[config.mk]
export PLATFORM = sky130hd
export DESIGN_NAME = btb_assoc
export DESIGN_NICKNAME = d
export VERILOG_FILES = /design/src/rtl/btb_assoc_pkg.sv /design/src/rtl/btb_repl.sv /design/src/rtl/btb_assoc.sv
export VERILOG_INCLUDE_DIRS = /design/src /design/src/rtl
export SDC_FILE = /design/constraint.sdc
export NUM_CORES = 2
export LEC_CHECK = 0
export CAP_MARGIN = 20
export CORE_ASPECT_RATIO = 0.7
export CORE_MARGIN = 3
export CORE_UTILIZATION = 35
export DETAILED_ROUTE_END_ITERATION = 8
export PLACE_DENSITY_LB_ADDON = 0.2
export SLEW_MARGIN = 15
export SYNTH_ARGS = -nofsm -noshare
export SYNTH_HDL_FRONTEND = slang
export SYNTH_HIERARCHICAL = 1
export SYNTH_SLANG_ARGS = --single-unit
[constraint.sdc]
create_clock -name clock -period 18.9 [get_ports clock]
set_input_delay 4.725 -clock clock [delete_from_list [all_inputs] [get_ports clock]]
set_output_delay 4.725 -clock clock [all_outputs]
set_load 0.01 [all_outputs]
[src/rtl/sys_defs.svh]
// Shared BTB configuration macros and the stored entry layout.
// The entry typedef is pulled into btb_assoc_pkg; the macros stay global.
`ifndef SYS_DEFS_SVH
`define SYS_DEFS_SVH

`ifndef XLEN
`define XLEN 32
`endif
`ifndef BTB_SETS
`define BTB_SETS 16
`endif
`ifndef BTB_WAYS
`define BTB_WAYS 4
`endif
`ifndef BTB_TAG_BITS
`define BTB_TAG_BITS 10
`endif

typedef struct packed {
  logic                     valid;
  logic [`BTB_TAG_BITS-1:0] tag;
  logic [`XLEN-1:0]         target;
} BTB_ENTRY;

`endif

[src/rtl/btb_assoc_pkg.sv]
// Common types, address-split constants and width helpers for the BTB.
package btb_assoc_pkg;

  `include "sys_defs.svh"

  // Instruction PCs are word aligned, so the two lowest bits carry no index.
  localparam int unsigned PC_OFS = 2;

  function automatic int unsigned log2_min1(input int unsigned n);
    return (n > 1) ? $clog2(n) : 1;
  endfunction

endpackage

[src/rtl/btb_repl.sv]
// Per-set replacement state and victim selection for btb_assoc.
// BTB_PLRU_EN selects tree pseudo-LRU; otherwise a per-set round-robin counter.
`include "sys_defs.svh"

module btb_repl
  import btb_assoc_pkg::*;
#(
  parameter  int unsigned SETS  = `BTB_SETS,
  parameter  int unsigned WAYS  = `BTB_WAYS,
  localparam int unsigned SET_W = log2_min1(SETS),
  localparam int unsigned WAY_W = log2_min1(WAYS)
) (
  input  logic             clock,
  input  logic             reset,
`ifdef BTB_PLRU_EN
  input  logic             qry_touch_i,
  input  logic [SET_W-1:0] qry_set_i,
  input  logic [WAY_W-1:0] qry_way_i,
  input  logic             wr_touch_i,
  input  logic [WAY_W-1:0] wr_way_i,
`else
  input  logic             wr_alloc_i,
`endif
  input  logic [SET_W-1:0] wr_set_i,
  output logic [WAY_W-1:0] victim_o
);

  if (WAYS == 1) begin : g_direct
    assign victim_o = '0;
  end else begin : g_assoc
`ifdef BTB_PLRU_EN
    // Heap-ordered tree, node i has children 2i+1 and 2i+2. The root decides
    // way bit 0, deeper levels decide higher bits; a node bit names the side
    // holding the victim.
    localparam int unsigned NODES = WAYS - 1;

    logic [NODES-1:0] tree_q [SETS];
    logic [NODES-1:0] tree_d [SETS];

    function automatic logic [NODES-1:0] plru_touch(input logic [NODES-1:0] t,
                                                    input logic [WAY_W-1:0] way);
      logic [NODES-1:0] r;
      logic [WAY_W-1:0] node;
      r    = t;
      node = '0;
      for (int k = 0; k < WAY_W; k++) begin
        r[node] = ~way[k];
        node    = WAY_W'(2 * node + 1 + way[k]);
      end
      return r;
    endfunction

    // The write touch follows the query touch so a same-set write wins.
    always_comb begin
      tree_d = tree_q;
      if (qry_touch_i) tree_d[qry_set_i] = plru_touch(tree_d[qry_set_i], qry_way_i);
      if (wr_touch_i)  tree_d[wr_set_i]  = plru_touch(tree_d[wr_set_i], wr_way_i);
    end

    always_comb begin
      logic [WAY_W-1:0] node;
      node     = '0;
      victim_o = '0;
      for (int k = 0; k < WAY_W; k++) begin
        victim_o[k] = tree_q[wr_set_i][node];
        node        = WAY_W'(2 * node + 1 + victim_o[k]);
      end
    end

    always_ff @(posedge clock) begin
      if (!reset) begin
        for (int s = 0; s < SETS; s++) tree_q[s] <= '0;
      end else begin
        tree_q <= tree_d;
      end
    end
`else
    logic [WAY_W-1:0] rr_q [SETS];
    logic [WAY_W-1:0] rr_d [SETS];

    // Only an allocation into a full set advances the pointer.
    always_comb begin
      rr_d = rr_q;
      if (wr_alloc_i) rr_d[wr_set_i] = rr_q[wr_set_i] + 1'b1;
    end

    assign victim_o = rr_q[wr_set_i];

    always_ff @(posedge clock) begin
      if (!reset) begin
        for (int s = 0; s < SETS; s++) rr_q[s] <= '0;
      end else begin
        rr_q <= rr_d;
      end
    end
`endif
  end

endmodule

[src/rtl/btb_assoc.sv]
// Set-associative branch target buffer with a registered one-cycle lookup.
// Define BTB_PLRU_EN for tree pseudo-LRU replacement; round-robin otherwise.
`include "sys_defs.svh"

module btb_assoc
  import btb_assoc_pkg::*;
#(
  parameter int unsigned SETS     = `BTB_SETS,
  parameter int unsigned WAYS     = `BTB_WAYS,
  parameter int unsigned TAG_BITS = `BTB_TAG_BITS
) (
  input  logic             clock,
  input  logic             reset,
  input  logic             flush,
  input  logic             write_enable,
  input  logic [`XLEN-1:0] write_source_pc,
  input  logic [`XLEN-1:0] write_dest_pc,
  input  logic             query_valid,
  input  logic [`XLEN-1:0] query_pc,
  output logic             hit,
  output logic [`XLEN-1:0] target_pc
);

  localparam int unsigned SET_W   = log2_min1(SETS);
  localparam int unsigned WAY_W   = log2_min1(WAYS);
  localparam int unsigned TAG_LSB = PC_OFS + SET_W;

  BTB_ENTRY entries_q [SETS][WAYS];

  logic [SET_W-1:0]    q_set, w_set;
  logic [TAG_BITS-1:0] q_tag, w_tag;
  logic [WAYS-1:0]     q_match, w_match, w_valid;
  logic [WAY_W-1:0]    q_way, w_hit_way, w_free_way, w_way, victim;
  logic                q_fire, wr_fire, w_present, w_full;
  logic                hit_d, hit_q;
  logic [`XLEN-1:0]    target_d, target_q;
  logic                unused_pc_bits;

  assign q_set = query_pc[PC_OFS +: SET_W];
  assign q_tag = query_pc[TAG_LSB +: TAG_BITS];
  assign w_set = write_source_pc[PC_OFS +: SET_W];
  assign w_tag = write_source_pc[TAG_LSB +: TAG_BITS];

  assign unused_pc_bits = ^{query_pc[PC_OFS-1:0], query_pc[`XLEN-1:TAG_LSB+TAG_BITS],
                            write_source_pc[PC_OFS-1:0],
                            write_source_pc[`XLEN-1:TAG_LSB+TAG_BITS]};

  // NOTE: every always_comb output gets a default first so no path infers a latch.
  always_comb begin
    q_match = '0;
    w_match = '0;
    w_valid = '0;
    for (int w = 0; w < WAYS; w++) begin
      q_match[w] = entries_q[q_set][w].valid && (entries_q[q_set][w].tag == q_tag);
      w_valid[w] = entries_q[w_set][w].valid;
      w_match[w] = w_valid[w] && (entries_q[w_set][w].tag == w_tag);
    end
  end

  // Scanning downwards leaves the lowest-numbered qualifying way selected.
  always_comb begin
    q_way      = '0;
    w_hit_way  = '0;
    w_free_way = '0;
    for (int w = WAYS - 1; w >= 0; w--) begin
      if (q_match[w])  q_way      = WAY_W'(w);
      if (w_match[w])  w_hit_way  = WAY_W'(w);
      if (!w_valid[w]) w_free_way = WAY_W'(w);
    end
  end

  assign w_present = |w_match;
  assign w_full    = &w_valid;
  assign q_fire    = query_valid && !flush;
  assign wr_fire   = write_enable && !flush;

  always_comb begin
    w_way = victim;
    if (w_present)   w_way = w_hit_way;
    else if (!w_full) w_way = w_free_way;
  end

  // Lookups read pre-write contents; a flushed query reports a plain miss.
  always_comb begin
    hit_d    = q_fire && (|q_match);
    target_d = target_q;
    if (query_valid) target_d = hit_d ? entries_q[q_set][q_way].target : '0;
  end

  btb_repl #(
    .SETS (SETS),
    .WAYS (WAYS)
  ) u_repl (
    .clock       (clock),
    .reset       (reset),
`ifdef BTB_PLRU_EN
    .qry_touch_i (hit_d),
    .qry_set_i   (q_set),
    .qry_way_i   (q_way),
    .wr_touch_i  (wr_fire),
    .wr_way_i    (w_way),
`else
    .wr_alloc_i  (wr_fire && !w_present && w_full),
`endif
    .wr_set_i    (w_set),
    .victim_o    (victim)
  );

  // NOTE: only the valid bits are reset; tags and targets are never read
  // while their valid bit is clear, so they can stay plain storage.
  always_ff @(posedge clock) begin
    if (!reset) begin
      hit_q    <= 1'b0;
      target_q <= '0;
      for (int s = 0; s < SETS; s++)
        for (int w = 0; w < WAYS; w++) entries_q[s][w].valid <= 1'b0;
    end else begin
      hit_q    <= hit_d;
      target_q <= target_d;
      if (flush) begin
        for (int s = 0; s < SETS; s++)
          for (int w = 0; w < WAYS; w++) entries_q[s][w].valid <= 1'b0;
      end else if (wr_fire) begin
        entries_q[w_set][w_way] <= '{valid: 1'b1, tag: w_tag, target: write_dest_pc};
      end
    end
  end

  assign hit       = hit_q;
  assign target_pc = target_q;

endmodule

## After elaboration in Yosys (flattened, before gate mapping)

Memories as Yosys holds them, arrays and structs flattened.
Index checks and enable logic that the tools add are counted.

- Word-level logic and storage cells: 222
- RAM bits: 2,752
- ROM bits: 0
- Bits in latches: 0
- Register bits after elaboration: 65
- Memories: 1
- Output and inout port bits: 33
- Bits of input ports: 101

- Equality and inequality tests: 8
- Shift-type cells: 0
- $mul: 0
- Reductions and logical operators: 21
- Add/sub/neg operators: 1
- Divide/modulo/power cells: 0
- Magnitude comparators: 5
- Bitwise operators: 67
- Multiplexer cells: 101

Memories:

| name | depth | bits a word | rd ports | clocked after Yosys merged registers in | write ports | line | RTL |
|---|---|---|---|---|---|---|---|
| entries_q | 16 | 172 | 2 | 0 | 16 | btb_assoc.sv:28 | `BTB_ENTRY entries_q [SETS][WAYS];` |

Operator list:

| operator | count |
|---|---|
| two-way mux 172 bit | 3 |
| OR reduction 172 bit | 1 |
| two-way mux 32 bit | 3 |
| binary-select mux 43 bit (select 2 bit) | 1 |
| demux 43 bit (select 2 bit) | 1 |
| equality test 10 bit | 8 |
| two-way mux 1 bit | 71 |
| bitwise OR 1 bit | 64 |
| two-way mux 43 bit | 1 |
| two-way mux 2 bit | 17 |
| bitwise mux 32 bit | 1 |
| logical AND 1 bit | 15 |
| binary-select mux 2 bit (select 4 bit) | 1 |
| demux 2 bit (select 4 bit) | 1 |
| OR reduction 4 bit | 2 |
| >= comparator 3 bit (second input constant) | 2 |
| NOT 2 -> 3 bit | 2 |
| >= comparator 5 bit (second input constant) | 1 |
| < comparator 5 x 1 -> 1 bit (second input constant) | 1 |
| NOT 4 -> 5 bit | 1 |
| two-way mux 4 bit | 1 |
| AND reduction 4 bit | 1 |
| < comparator 3 x 1 -> 1 bit (second input constant) | 1 |
| adder 2 x 1 -> 2 bit (second input constant) | 1 |
| zero test 1 bit | 2 |

## Depth between registers and ports, before layout

An unclocked memory read counts as a cell.

- Word-level depth: 16
- Gate-level depth with buffers: 18

## By module

Netlist, hierarchy kept.

By module, submodules not included:

| module | cells each | instances | area each (um^2) | sequential area each (um^2) |
|---|---|---|---|---|
| btb_assoc | 4,935 | 1 | 112,411.6 | 82,659.3 |
| btb_repl | 157 | 1 | 1,606.5 | 640.6 |

## Worst setup path after synthesis

OpenSTA, ideal clock, no wires.

- Kind: input -> register
- From: input port write_source_pc[3]
- To: memory entries_q[2][43] in the netlist's numbering, enable pin
- Stages: 14
- Setup slack: 8.843 ns
- Data arrival time: 9.614 ns
- Cells stage by stage: buf_2 > buf_1 > clkbuf_1 > mux4_2 > mux4_2 > xnor2_1 > nand3_1 > nor3_2 > nor2_1 > a211o_1 > or3_1 > buf_2 > buf_2 > nor2_1

RTL lines:

| item | line | RTL |
|---|---|---|
| start: declaration | btb_assoc.sv:16 | `` input logic [`XLEN-1:0] write_source_pc, `` |
| end: declaration | btb_assoc.sv:28 |  |

==> reports/qor.yml <==
logic_synthesis:
  ys_seq_elements: 2817
  synth_edf_count: 2688
  synth_warnings: 6
  async_flop_share_pct: 0
  syn_inst: 5092
  syn_nets: 5193
  syn_area_um2: 114000
  ys_seq_area_share_pct: 73.1
  yosys.cell_types.count: 73
  synth_area_per_cell_um2: 22.4
  synth_top_flop_cell: "edfxtp_1"
detailed_routing:
  wire_per_inst_um: 35.0
  drtIter0Drc: 7418
  wl_met2_um: 154000
  drt-met1-wl_um: 155000
  vias: 57000
  highest_layer: "met5"
  wl_met3_um: 29000
  wl_um: 345000
  drc: 0
  vias_per_cell: 5.78
  dr.pass1.iters: 5
  final_antenna_net_count: 0
cts:
  cts-hold-fix-buffers: 0
  cts_buffer_depth: 4
  postCtsSetupBuffers: 0
  cts_tree: "built"
  cts_sinks: 2817
  cts_made_buffers: 278
  htree_levels: 5
  post_cts_resized: 0
  clk_latency_ns: 0.88
  clock-root-buffer: "clkbuf_16"
  clk_pin_slew_ns: 0.06
floorplan:
  dieArea_um2: 333000
  row_count: 174
  dieHeight_um: 484
  die_width_um: 688
  io_pins: 134
  start_util_pct: 35.3
  core-area_um2: 323000
power:
  ir_drop_uv: 89.1
  switching_power_uw: 2790
  p_int_uw: 10100
  seq_power_share_pct: 53.0
  swShare_pct: 21.6
  power_frac_clock_pct: 41.7
  p_per_area_nw_per_um2: 99.8
  p_comb_share_pct: 5.3
  p_leak_uw: 0.0400
timing:
  finalCritPeriodShare_pct: 61.3
  rsz0062_at_grt: "false"
  slew_headroom_pct: 25.0
  timing.hold.ws_ns: 0.472
  timing.final.crit_period_ns: 11.58
  worst_slew_pin_slew_ns: 1.12
  fmax_ghz: 0.0863
  final_hold_viol_count: 0
  final-max-slew-violation-count: 0
  finalSetupViolCount: 0
  clock_skew_ns: 0.0427
  tns_ns: 0
grt:
  grt_max_degree: 102
  grt_pass1_wl_um: 474000
  globalRouteOverflowTotal: 0
  grt_usage_pct: 20.4
  grt_pass1_vias: 56700
  grt_antenna_before_repair: 26
finish:
  drive_above_1_share_pct: 31.4
  final_core_util_pct: 40.1
  nets: 5435
  area_growth_pct: 13.5
  fillerInstances: 28500
critical_path:
  cp-start-kind: "input pin"
  crit_fanout: 92
  critPathCaptureType: "register"
  worstPathRequired_ns: 19.38
  crit_type: "in2reg"
  cp.arrival_ns: 12.07
placement:
  place_congestion: 0.799
  port_buffers: 97
  dp_hpwl_um: 187000
worst_hold_path:
  holdCritPathClass: "reg2reg"
run_status:
  outcome: "finished clean"
flow_run:
  maxCapViolCount: 0
## per-layer routing
metal / GRT usage [%] / up-vias
li1: - / 22400
met1: 31.4 / 31700
met2: 30.2 / 2464
met3: 3.97 / 452
met4: 4.16 / 14
met5: 0 / -
## Yosys cell counts (all sizes together), types with 3 or more instances
library cell / instances / area, um2
a2111oi: 3 / 32.5
a21boi: 8 / 60.1
a21o: 66 / 495
a21oi: 34 / 200
a221oi: 23 / 208
a22o: 26 / 228
a22oi: 26 / 195
a31oi: 5 / 31.3
a41oi: 7 / 61.3
and2: 4 / 25.0
and3: 9 / 56.3
buf: 185 / 983
clkbuf: 134 / 504
dfxtp: 129 / 2580
edfxtp: 2688 / 80700
inv: 11 / 41.3
mux2: 46 / 518
mux2i: 137 / 1400
mux4: 993 / 22400
nand2: 85 / 319
nand2b: 9 / 56.3
nand3: 26 / 130
nand4: 24 / 150
nor2: 121 / 479
nor2b: 10 / 62.6
nor3: 18 / 100
nor4: 7 / 43.8
o211a: 8 / 80.1
o211ai: 11 / 82.6
o21a: 4 / 30.0
o21ai: 64 / 320
o221ai: 5 / 43.8
o22ai: 19 / 119
or2: 4 / 25.0
or3: 3 / 18.8
xnor2: 92 / 832
xor2: 17 / 149
## flip-flops by register name (all words and copies together), names as in the netlist
name and flops:
hit 1, target_pc 32, u_repl/g_assoc.rr_q 32, entries_q 2752
## critical path, cell delays in order
cell	delay, ns
buf_8	0.46
buf_12	0.63
buf_4	0.59
mux4_2	0.59
mux4_2	0.48
xnor2_1	0.75
nand4_1	0.23
nor3_2	0.29
nor2_1	0.09
a221oi_2	0.47
inv_2	0.07
or3_1	0.39
buf_4	0.30
nor2_4	0.48
buf_4	0.48
buf_4	0.67
## layout make-up
class	count	area [um2]	share of cell area [%]
sequential	2817	83300	64.3
antenna	10	25.0	0.0193
multi-input combinational	1943	29700	22.9
inverter	13	56.3	0.0435
clock buffer	373	7660	5.92
timing repair buffer	281	2460	1.90
tap	4312	5400	4.17
clock inverter	112	887	0.685
## path summary, 6_finish.rpt
kind                            from                end  slack [ns]  depth (start not counted)
setup / recovery  write_source_pc[2]  entries_q[15][14]        7.32                         16
hold reg to reg    entries_q[10][85]  entries_q[10][85]        0.47                          1
setup reg to reg   entries_q[7][125]  entries_q[15][14]       12.82                         13
hold / removal     entries_q[10][85]  entries_q[10][85]        0.47                          1
## placed cells by master (no fill, tap or decap), drive strengths merged, types with 46 or more instances in the layout
cell,count
edfxtp,2688
mux4,993
clkbuf,373
buf,234
mux2i,137
dfxtp,129
nor2,121
xnor2,92
nand2,85
clkinv,85
a21o,66
o21ai,64
clkdlybuf4s50,47
mux2,46
## per-stage QoR
stage | setup slack (ns) | total power [uW] | cells | instance area, um2
3_5_place_dp | 6.49 | 7660 | 9348 | 121000
4_1_cts | 7.39 | 13000 | 9833 | 129000
2_1_floorplan | 8.84 | 7390 | 5092 | 114000
6_report | 7.32 | 12900 | 9861 | 129000
3_3_place_gp | 6.54 | 7650 | 9347 | 120000
5_1_grt | 6.91 | 13300 | 9854 | 129000
## logic make-up (layout without fill, tap and decap cells)
logic type	count (synthesis)	after routing	share of synthesized area [%]
buffers and inverters	332	779	1.35
AND/OR/NAND/NOR	331	331	1.37
AO/OA/AOI/OAI	327	327	2.06
flip-flops	2817	2817	73.1
multiplexers	1176	1176	21.3
other	0	10	0
XOR/XNOR	109	109	0.860
## power by group through the flow
stage | sequential (uW) | clock [uW] | combinational, uW
after floorplan | 6980 | 0 | 413
after global placement | 6980 | 0 | 674
after detailed placement | 6980 | 0 | 681
after CTS | 6840 | 5490 | 683
after global routing | 6840 | 5730 | 729
final | 6840 | 5390 | 686
No activity file was read; power rests on OpenSTA's default activity.
